## src/rtl/key_load_controller_pkg.sv

```systemverilog
// key_load_pkg: shared constants for the key load controller, including the
// slot index constants, the per-slot word-count table and the FSM state type.
package key_load_pkg;

    localparam int NUM_SLOTS = 6;
    localparam int SLICE_W   = 5;
    localparam int WORD_W    = 32;

    localparam logic [2:0] SLOT_PRIV = 3'd0;
    localparam logic [2:0] SLOT_Q    = 3'd1;
    localparam logic [2:0] SLOT_P    = 3'd2;
    localparam logic [2:0] SLOT_G    = 3'd3;
    localparam logic [2:0] SLOT_Y    = 3'd4;
    localparam logic [2:0] SLOT_AUX  = 3'd5;

    typedef enum logic [1:0] {
        IDLE,
        LOAD,
        DONE,
        ZERO
    } loadState_t;

    // Slot codes 6 and 7 do not name a key slot.
    function automatic logic isValidSlot(input logic [2:0] slot);
        return slot <= SLOT_AUX;
    endfunction

    // Number of 32-bit words that make up each key slot.
    function automatic logic [5:0] slotLength(input logic [2:0] slot);
        case (slot)
            SLOT_PRIV: return 6'd4;
            SLOT_Q:    return 6'd5;
            SLOT_P,
            SLOT_G,
            SLOT_Y,
            SLOT_AUX:  return 6'd32;
            default:   return 6'd1;
        endcase
    endfunction

endpackage

```

## src/rtl/key_load_controller_if.sv

```systemverilog
// Host-side command / word stream handshake of the key load controller.
// The host is the master; the controller is the slave.
interface key_load_controller_if;
    import key_load_pkg::*;

    logic              cmdValid;
    logic              cmdReady;
    logic [2:0]        cmdKeySel;
    logic              wordValid;
    logic              wordReady;
    logic [WORD_W-1:0] wordData;
    logic              abort;

    modport master (
        output cmdValid, cmdKeySel, wordValid, wordData, abort,
        input  cmdReady, wordReady
    );

    modport slave (
        input  cmdValid, cmdKeySel, wordValid, wordData, abort,
        output cmdReady, wordReady
    );

endinterface

```

## src/rtl/key_load_controller_slice_counter.sv

```systemverilog
// key_slice_counter: slice index of the word being written, cleared at the
// start of a load (or zeroize pass) and flagging the last slice of the slot.
module key_slice_counter
    import key_load_pkg::*;
(
    input  logic               clock,
    input  logic               resetN,
    input  logic               clear,
    input  logic               advance,
    input  logic [5:0]         sliceCount,
    output logic [SLICE_W-1:0] count,
    output logic               lastSlice
);

    // Slice index register; clear wins over advance.
    always_ff @(posedge clock or negedge resetN) begin
        if (!resetN) begin
            count <= '0;
        end else if (clear) begin
            count <= '0;
        end else if (advance) begin
            count <= count + 1'b1;
        end
    end

    assign lastSlice = ({1'b0, count} == (sliceCount - 6'd1));

endmodule

```

## src/rtl/key_load_controller.sv

```systemverilog
// key_load_controller: takes a slot-select command from the host, accepts that
// slot's word count over a valid/ready stream and turns every accepted word
// into one registered write strobe towards keyStorage.
// Optional build macro KEYLOAD_ZEROIZE_EN: an abort overwrites every slice of
// the selected slot with zero before returning to idle.
module key_load_controller
    import key_load_pkg::*;
(
    input  logic                  clock,
    input  logic                  resetN,
    key_load_controller_if.slave  host,
    output logic [WORD_W-1:0]     keyInput,
    output logic [NUM_SLOTS-1:0]  writeEnable,
    output logic [SLICE_W-1:0]    sliceSelector,
    output logic                  busy,
    output logic                  done,
    output logic                  error,
    output logic [NUM_SLOTS-1:0]  loadedMask
);

    loadState_t           state;
    loadState_t           nextState;
    logic [2:0]           slot;
    logic                 zeroing;
    logic [SLICE_W-1:0]   count;
    logic                 lastSlice;
    logic                 cmdTake;
    logic                 wordTake;
    logic                 abortTake;
    logic                 zeroStep;
    logic [NUM_SLOTS-1:0] slotMask;

    assign cmdTake   = (state == IDLE) && host.cmdValid && isValidSlot(host.cmdKeySel);
    assign abortTake = (state == LOAD) && host.abort;
    assign wordTake  = (state == LOAD) && host.wordValid && !host.abort;
    assign zeroStep  = (state == ZERO);
    assign slotMask  = NUM_SLOTS'(1) << slot;

    key_slice_counter sliceCounter (
        .clock      (clock),
        .resetN     (resetN),
        .clear      (cmdTake || abortTake),
        .advance    ((wordTake || zeroStep) && !lastSlice),
        .sliceCount (slotLength(slot)),
        .count      (count),
        .lastSlice  (lastSlice)
    );

    // FSM state register.
    always_ff @(posedge clock or negedge resetN) begin
        if (!resetN) begin
            state <= IDLE;
        end else begin
            state <= nextState;
        end
    end

    // Next-state selection; abort outranks a word accepted in the same cycle.
    always_comb begin
        nextState = state;
        case (state)
            IDLE: if (cmdTake) nextState = LOAD;
            LOAD: begin
                if (abortTake) begin
`ifdef KEYLOAD_ZEROIZE_EN
                    nextState = ZERO;
`else
                    nextState = IDLE;
`endif
                end else if (wordTake && lastSlice) begin
                    nextState = DONE;
                end
            end
            DONE: nextState = IDLE;
            ZERO: if (lastSlice) nextState = DONE;
            default: nextState = IDLE;
        endcase
    end

    // Handshake readiness and busy decoded from the state register.
    always_comb begin
        host.cmdReady  = (state == IDLE);
        host.wordReady = (state == LOAD);
        busy           = (state != IDLE);
    end

    // Registered keyStorage write port, status pulses and loaded-slot mask.
    always_ff @(posedge clock or negedge resetN) begin
        if (!resetN) begin
            keyInput      <= '0;
            writeEnable   <= '0;
            sliceSelector <= '0;
            done          <= 1'b0;
            error         <= 1'b0;
            loadedMask    <= '0;
            slot          <= '0;
            zeroing       <= 1'b0;
        end else begin
            writeEnable <= '0;
            done        <= 1'b0;
            error       <= 1'b0;
            case (state)
                IDLE: begin
                    if (host.cmdValid) begin
                        if (isValidSlot(host.cmdKeySel)) begin
                            slot                         <= host.cmdKeySel;
                            loadedMask[host.cmdKeySel]   <= 1'b0;
                            zeroing                      <= 1'b0;
                        end else begin
                            error <= 1'b1;
                        end
                    end
                end
                LOAD: begin
                    if (abortTake) begin
`ifdef KEYLOAD_ZEROIZE_EN
                        zeroing <= 1'b1;
`else
                        error   <= 1'b1;
`endif
                    end else if (wordTake) begin
                        keyInput      <= host.wordData;
                        sliceSelector <= count;
                        writeEnable   <= slotMask;
                    end
                end
                DONE: begin
                    if (zeroing) begin
                        error <= 1'b1;
                    end else begin
                        done             <= 1'b1;
                        loadedMask[slot] <= 1'b1;
                    end
                end
                ZERO: begin
                    keyInput      <= '0;
                    sliceSelector <= count;
                    writeEnable   <= slotMask;
                end
                default: ;
            endcase
        end
    end

endmodule

```

## src/flat_wrapper.sv

```systemverilog
// flat-port wrapper written by rule: the top's interface ports become plain ports
module key_load_controller_flat import key_load_pkg::*;
  (clock, resetN, keyInput, writeEnable, sliceSelector, busy, done, error, loadedMask, host_cmdValid, host_cmdKeySel, host_wordValid, host_wordData, host_abort, host_cmdReady, host_wordReady);
  key_load_controller_if host_i ();
  input  logic clock;
  input  logic resetN;
  output logic [WORD_W-1:0] keyInput;
  output logic [NUM_SLOTS-1:0] writeEnable;
  output logic [SLICE_W-1:0] sliceSelector;
  output logic busy;
  output logic done;
  output logic error;
  output logic [NUM_SLOTS-1:0] loadedMask;
  input wire logic [$bits(host_i.cmdValid)-1:0] host_cmdValid;
  input wire logic [$bits(host_i.cmdKeySel)-1:0] host_cmdKeySel;
  input wire logic [$bits(host_i.wordValid)-1:0] host_wordValid;
  input wire logic [$bits(host_i.wordData)-1:0] host_wordData;
  input wire logic [$bits(host_i.abort)-1:0] host_abort;
  output wire logic [$bits(host_i.cmdReady)-1:0] host_cmdReady;
  output wire logic [$bits(host_i.wordReady)-1:0] host_wordReady;
  assign host_i.cmdValid = host_cmdValid;
  assign host_i.cmdKeySel = host_cmdKeySel;
  assign host_i.wordValid = host_wordValid;
  assign host_i.wordData = host_wordData;
  assign host_i.abort = host_abort;
  assign host_cmdReady = host_i.cmdReady;
  assign host_wordReady = host_i.wordReady;
  key_load_controller u_core (.clock(clock), .resetN(resetN), .host(host_i), .keyInput(keyInput), .writeEnable(writeEnable), .sliceSelector(sliceSelector), .busy(busy), .done(done), .error(error), .loadedMask(loadedMask));
endmodule
```

## config.mk

```make
export PLATFORM = sky130hd
export DESIGN_NAME = key_load_controller_flat
export DESIGN_NICKNAME = d
export VERILOG_FILES = /design/src/rtl/key_load_controller_pkg.sv /design/src/rtl/key_load_controller_if.sv /design/src/rtl/key_load_controller_slice_counter.sv /design/src/rtl/key_load_controller.sv /design/src/flat_wrapper.sv
export SDC_FILE = /design/constraint.sdc
export NUM_CORES = 1
export LEC_CHECK = 0
export CAP_MARGIN = 20
export CORE_MARGIN = 3
export CORE_UTILIZATION = 30
export DETAILED_ROUTE_END_ITERATION = 8
export GPL_ROUTABILITY_DRIVEN = 1
export PLACE_DENSITY = 0.67
export SETUP_SLACK_MARGIN = 0.5
export SYNTH_ARGS = -nofsm -noshare
export SYNTH_HDL_FRONTEND = slang
export SYNTH_HIERARCHICAL = 1
export SYNTH_SLANG_ARGS = --single-unit
```

## constraint.sdc

```tcl
create_clock -name clock -period 5.4 [get_ports clock]
set_input_delay 1.08 -clock clock [delete_from_list [all_inputs] [get_ports clock]]
set_output_delay 1.08 -clock clock [all_outputs]
set_load 0.005 [all_outputs]
```

Word-level counts from Yosys, hierarchy flattened
Cells that the tools add are included.
Storage, ports and cells
  input port bits: 40
  memory bits (read-only): 0
  output and inout bits: 54
  word-level logic and storage cells: 89
  bits in latches: 0
  flip-flop bits (word level): 61
  bits in writable memories: 0
  memories kept: 0
Cells by class
  magnitude comparators: 5
  divide/modulo/power cells: 0
  mux-type cells: 29
  shift-type cells: 1
  $mul: 0
  add/sub/neg operators: 2
  equality and inequality tests: 16
  reduce and logical (&&, ||, !) cells: 24
  bitwise logic cells: 3
Operators by type and width (count)
  2-to-1 mux 32 bit: 2
  case mux 32 bit (2 select lines): 1
  2-to-1 mux 6 bit: 4
  case mux 6 bit (2 select lines): 2
  2-to-1 mux 5 bit: 4
  case mux 6 bit (3 select lines): 1
  AND reduction 3 bit: 4
  case mux 5 bit (2 select lines): 1
  logical AND 1 bit: 9
  less-than comparator 3 x 4 -> 1 bit (second input constant): 2
  2-to-1 mux 2 bit: 4
  inequality test 2 x 1 -> 1 bit (second input constant): 4
  case mux 2 bit (4 select lines): 1
  nonzero test 2 bit: 4
  bitwise AND 6 bit: 1
  demux 1 bit (select 3 bit): 2
  == test 3 x 2 -> 1 bit (second input constant): 2
  == test 3 bit (second input constant): 2
  == test 5 x 6 -> 1 bit: 1
  >= comparator 3 x 1 -> 1 bit (second input constant): 2
  2-to-1 mux 1 bit: 6
  inverter 6 bit: 1
  OR 6 bit: 1
  << shifter 1 x 3 -> 6 bit (first input constant): 1
  14 further kinds: 18

Depth between registers and ports, before layout
  word-level depth: 9
  gate-level depth with buffers: 13
  depth with buffers taken out: 13

By module
Netlist, hierarchy kept.
By module, submodules not included
  key_load_controller: cells each 227, area an instance 2418.6 um^2, instances 1, seq. area each 1401.3 um^2
  key_slice_counter: cells each 38, area an instance 350.3 um^2, instances 1, seq. area each 125.1 um^2

Worst setup path before layout
No wires, ideal clock.
  path type: reg-to-reg
  start: reg u_core.slot[2]
  end: reg u_core.sliceCounter.count[3]
  library setup time: 120 ps
  setup slack: 2999 ps
  cell stages (with the launch flop): 14
  data required time: 5280 ps
  buffers on the path: 0
  period minus slack after synthesis: 2401 ps
  arrival: 2281 ps
  path through: dfrtp_1 > nor2_1 > nand2_1 > nand2_1 > inv_1 > ha_1 > xor2_1 > xnor2_1 > a32oi_1 > nor3_1 > nor2_1 > nand4_1 > xor2_1 > nor2_1
Between the ends
  cells in the longest elaborated chain, start to end: 8
  elaborated cells between the ends (all ways): 13
  those cells by class: add/sub (1); eq/ne (6); mux (1); reduce/logical (5)
Ends and longest elaborated chain
  start, declared: line key_load_controller.sv:23  | logic [2:0] slot;
  start signal, assigned: line key_load_controller.sv:106  | slot <= host.cmdKeySel;
  == test 3 x 2 -> 1 bit / == test 3 bit (equally long branches): line key_load_controller_pkg.sv:30  | case (slot)
  OR reduction 4 bit: line key_load_controller_pkg.sv:30
  case mux 6 bit (3 select lines) *: line key_load_controller_pkg.sv:30
  subtractor 6 x 1 -> 6 bit *: line key_load_controller_slice_counter.sv:26  | assign lastSlice = ({1'b0, count} == (sliceCount - 6'd1));
  == test 5 x 6 -> 1 bit *: line key_load_controller_slice_counter.sv:26
  via u_core.lastSlice: line key_load_controller.sv:26  | logic lastSlice;
  zero test 1 bit *: line key_load_controller.sv:43  | .advance ((wordTake || zeroStep) && !lastSlice),
  logical AND 1 bit *: line key_load_controller.sv:43
  nonzero test 2 bit (no line) *
  end signal, assigned: line key_load_controller_slice_counter.sv:22  | count <= count + 1'b1;
  end, declared: line key_load_controller_slice_counter.sv:11  | output logic [SLICE_W-1:0] count,
The timed path passes the listed nets; every way through them passes the cells marked *.
A chain may end at the register's enable or synchronous reset.

Worst setup path after layout
  start: reg u_core.state[0]
  end: out host_wordReady
Between the ends
  cells in the longest elaborated chain, start to end: 1
Ends and longest elaborated chain
  start, declared: line key_load_controller.sv:21  | loadState_t state;
  start signal, assigned: line key_load_controller.sv:54  | state <= nextState;
  == test 2 x 1 -> 1 bit: line key_load_controller.sv:83  | host.wordReady = (state == LOAD);
  end, declared: line flat_wrapper.sv:20  | output wire logic [$bits(host_i.wordReady)-1:0] host_wordReady;
Every way passes these cells.

==> results.py <==
metrics = {
    "timing": {
        "fin_skew_ns": 0.0119,
        "drv_slew": 0,
        "fin_crit_ns": 2.83,
        "max-slew-margin-rel_pct": 57.9,
        "finalHoldViolCount": 0,
        "tightestPinTransition_ns": 0.631,
        "rsz0062_at_grt": "false",
        "fmax_ghz": 0.353,
        "setup_violations": 0,
        "tns_ns": 0,
        "timing.final.crit_share_pct": 52.5,
    },
    "clocking": {
        "cts_sinks": 61,
        "ctsHoldBuffers": 0,
        "cts_setup_buffers": 0,
        "cts_buffers": 9,
        "cts_root_buf": "clkbuf_8",
        "cts_buffer_depth": 2,
        "clock_latency_ns": 0.33,
        "cts_resized": 0,
        "cts.htree.levels": 3,
        "cts_tree": "done",
        "clkTransAtPathRegs_ns": 0.06,
    },
    "power": {
        "power_frac_clock_pct": 22.2,
        "p_sw_uw": 414,
        "p_int_mw": 1.03,
        "p_sw_share_pct": 28.8,
        "ir_drop_uv": 108,
        "p_leak_nw": 1.90,
        "power_density_mw_per_mm2": 361,
        "p_seq_share_pct": 44.8,
        "p_comb_share_pct": 33.0,
    },
    "routing": {
        "wl_per_cell_um": 13.4,
        "avgViaCountPerCell": 4.44,
        "drtIter0Drc": 71,
        "drc": 0,
        "antenna_left": 0,
        "drtPass1Iterations": 4,
        "vias": 2132,
        "wirelength_um": 6450,
    },
    "floorplan": {
        "rows": 34,
        "fp.coreArea_mm2": 0.00885,
        "die_x_um": 102,
        "initial_core_util_pct": 31.3,
        "die_h_um": 102,
        "dieArea_mm2": 0.0104,
        "io_pins": 94,
    },
    "yosys": {
        "syn_inst": 265,
        "synthDistinctLibCells": 33,
        "yosys.area.top_type": "dfrtp_1",
        "synth_warnings": 6,
        "netlist_area_mm2": 0.00277,
        "avgSynthCellArea_um2": 10.4,
        "synth_top_area_share_pct": 55.1,
        "synth.area.top_cells": "dfrtp_1, mux2i_1, nand2_1, inv_1, mux2_2",
        "ys_seq_area_share_pct": 55.1,
        "synth_seq_cells": 61,
    },
    "critical_path": {
        "rr_endpoint": "u_core/sliceCounter/count[3]",
        "ff2ff_path_depth": 13,
        "r2r_start": "u_core/slot[2]",
        "cp.arrival_ns": 1.75,
        "crit_required_ns": 4.32,
        "end_kind": "primary output",
        "crit_type": "reg -> out",
        "critPathLaunchType": "flop",
        "critPathMaxFanout": 11,
        "rrSetupSlack_ns": 2.62,
    },
    "global_routing": {
        "grt_pass1_wl_um": 10500,
        "track_usage_pct": 12.9,
        "grt.overflow.total": 0,
        "antenna_found_initial": 0,
        "grt_pass1_vias": 2180,
        "grt_max_degree": 51,
    },
    "final_layout": {
        "area_growth_pct": 44.2,
        "final_net_count": 411,
        "diodes": 0,
        "drive_gt1_share_pct": 6.99,
        "fin_util_pct": 45.1,
    },
    "run": {
        "maxCapViolations": 0,
    },
    "min_path": {
        "worstHoldStart": "u_core/sliceSelector[4]",
        "min_to": "u_core/sliceSelector[4]",
        "hp-class": "reg -> reg",
        "hold_depth": 1,
    },
    "placement": {
        "portBuffers": 93,
        "place_hpwl_um": 4790,
        "place.gp.congestion": 0.768,
    },
    "status": {
        "outcome": "finished, final reports clean",
    },
}
## synth_stat cells
| library cell | n |
|---|---|
| dfrtp_1 | 61 |
| nand2_1 | 47 |
| inv_1 | 38 |
| mux2i_1 | 33 |
| nor2_1 | 10 |
| o21ai_0 | 10 |
| nor3_1 | 7 |
| xor2_1 | 7 |
| mux2_2 | 6 |
| xnor2_1 | 5 |
| buf_2 | 4 |
| nand2b_1 | 4 |
| and3_1 | 3 |
| nand4_1 | 3 |
| o21a_1 | 3 |
| a21o_1 | 2 |
| clkbuf_1 | 2 |
| ha_1 | 2 |
| nor2b_1 | 2 |
| o31ai_1 | 2 |
| or4b_4 | 2 |
| a21boi_0 | 1 |
| a21oi_1 | 1 |
| a32oi_1 | 1 |
| and2b_1 | 1 |
| buf_1 | 1 |
| buf_4 | 1 |
| buf_6 | 1 |
| conb_1 | 1 |
| nand3_1 | 1 |
| nand4b_1 | 1 |
| o2bb2ai_1 | 1 |
| o31ai_2 | 1 |
## cells in the final DEF (no fill, tap or decap), types with 2 or more instances in the layout
cell type and instances:
nor2b_1 2, o21a_1 2, clkinv_2 3, clkdlybuf4s50_1 92, nor2_1 10, nand2b_1 4, xor2_1 7, xnor2_1 5
dfrtp_1 61, nor3_1 7, nand2_1 47, and3_1 3, buf_4 2, a21o_1 2, conb_1 7, o21ai_0 10
or4b_4 2, inv_1 38, mux2_2 6, mux2i_1 33, clkbuf_1 2, ha_1 2, nand4_1 3, clkbuf_8 9
o31ai_1 2
## critical path, stage by stage (launching register included)
cell and delay, ns:
dfrtp_1 0.51, nor2b_1 0.35, clkdlybuf4s50_1 0.58
## worst max-delay path by stage
stage | startpoint | to | slack, ns | depth (start not counted)
after floorplan | u_core/slot[2] | u_core/sliceCounter/count[3] | 3.00 | 13
after global placement | host_wordValid | u_core/keyInput[29] | 2.39 | 5
after detailed placement | host_wordValid | u_core/keyInput[23] | 2.33 | 5
after CTS | u_core/state[0] | host_wordReady | 2.55 | 2
after global routing | u_core/slot[2] | u_core/sliceCounter/count[3] | 2.21 | 13
final | u_core/state[0] | host_wordReady | 2.57 | 2
## final cells by class
class / count / area [µm²]
Fill cell: 847 / 4860
Sequential cell: 61 / 1530
Multi-Input combinational cell: 163 / 1070
Timing Repair Buffer: 96 / 968
Inverter: 38 / 143
Tap cell: 108 / 135
Clock buffer: 11 / 131
Clock inverter: 3 / 15.0
## state kept, by name (all words and copies together) (netlist names)
name,cells
u_core/keyInput,32
u_core/sliceCounter/count,5
u_core/done,1
u_core/loadedMask,6
u_core/state,2
u_core/writeEnable,6
u_core/slot,3
u_core/sliceSelector,5
u_core/error,1
## per-stage QoR
step	worst slack, ns	cell area, µm²	std cells	hold WS (ns)	total power, mW
final	2.57	3990	480	0.508	1.44
after floorplan	3.00	2790	271	0.494	0.828
after detailed placement	2.33	3820	465	0.499	1.14
after global placement	2.39	3820	465	0.493	1.13
after CTS	2.55	3970	479	0.513	1.47
after global routing	2.21	3990	480	0.534	1.55
## layer usage
layer | routed length, µm | up-vias | GRT usage, %
met4 | 63 | 0 | 3.94
met2 | 3060 | 56 | 19.8
met3 | 468 | 7 | 4.57
met5 | 0 | - | 0
li1 | - | 1056 | -
met1 | 2860 | 1013 | 17.1
## logic make-up after synthesis
| kind of cell | share of synthesized area (%) |
|---|---|
| compound gates | 5.24 |
| other cells | 0.135 |
| buf+inv | 6.96 |
| mux | 14.4 |
| flops | 55.1 |
| simple gates | 13.5 |
| fa+ha+maj | 0.904 |
| xor+xnor | 3.80 |
## power by group through the flow
stage / logic [mW] / registers [mW] / clock network [mW]
after floorplan: 0.177 / 0.651 / 0
after global placement: 0.475 / 0.651 / 0
after detailed placement: 0.483 / 0.655 / 0
after CTS: 0.486 / 0.647 / 0.336
after global routing: 0.530 / 0.663 / 0.356
final: 0.476 / 0.645 / 0.320
(Power assumes the default switching activity.)
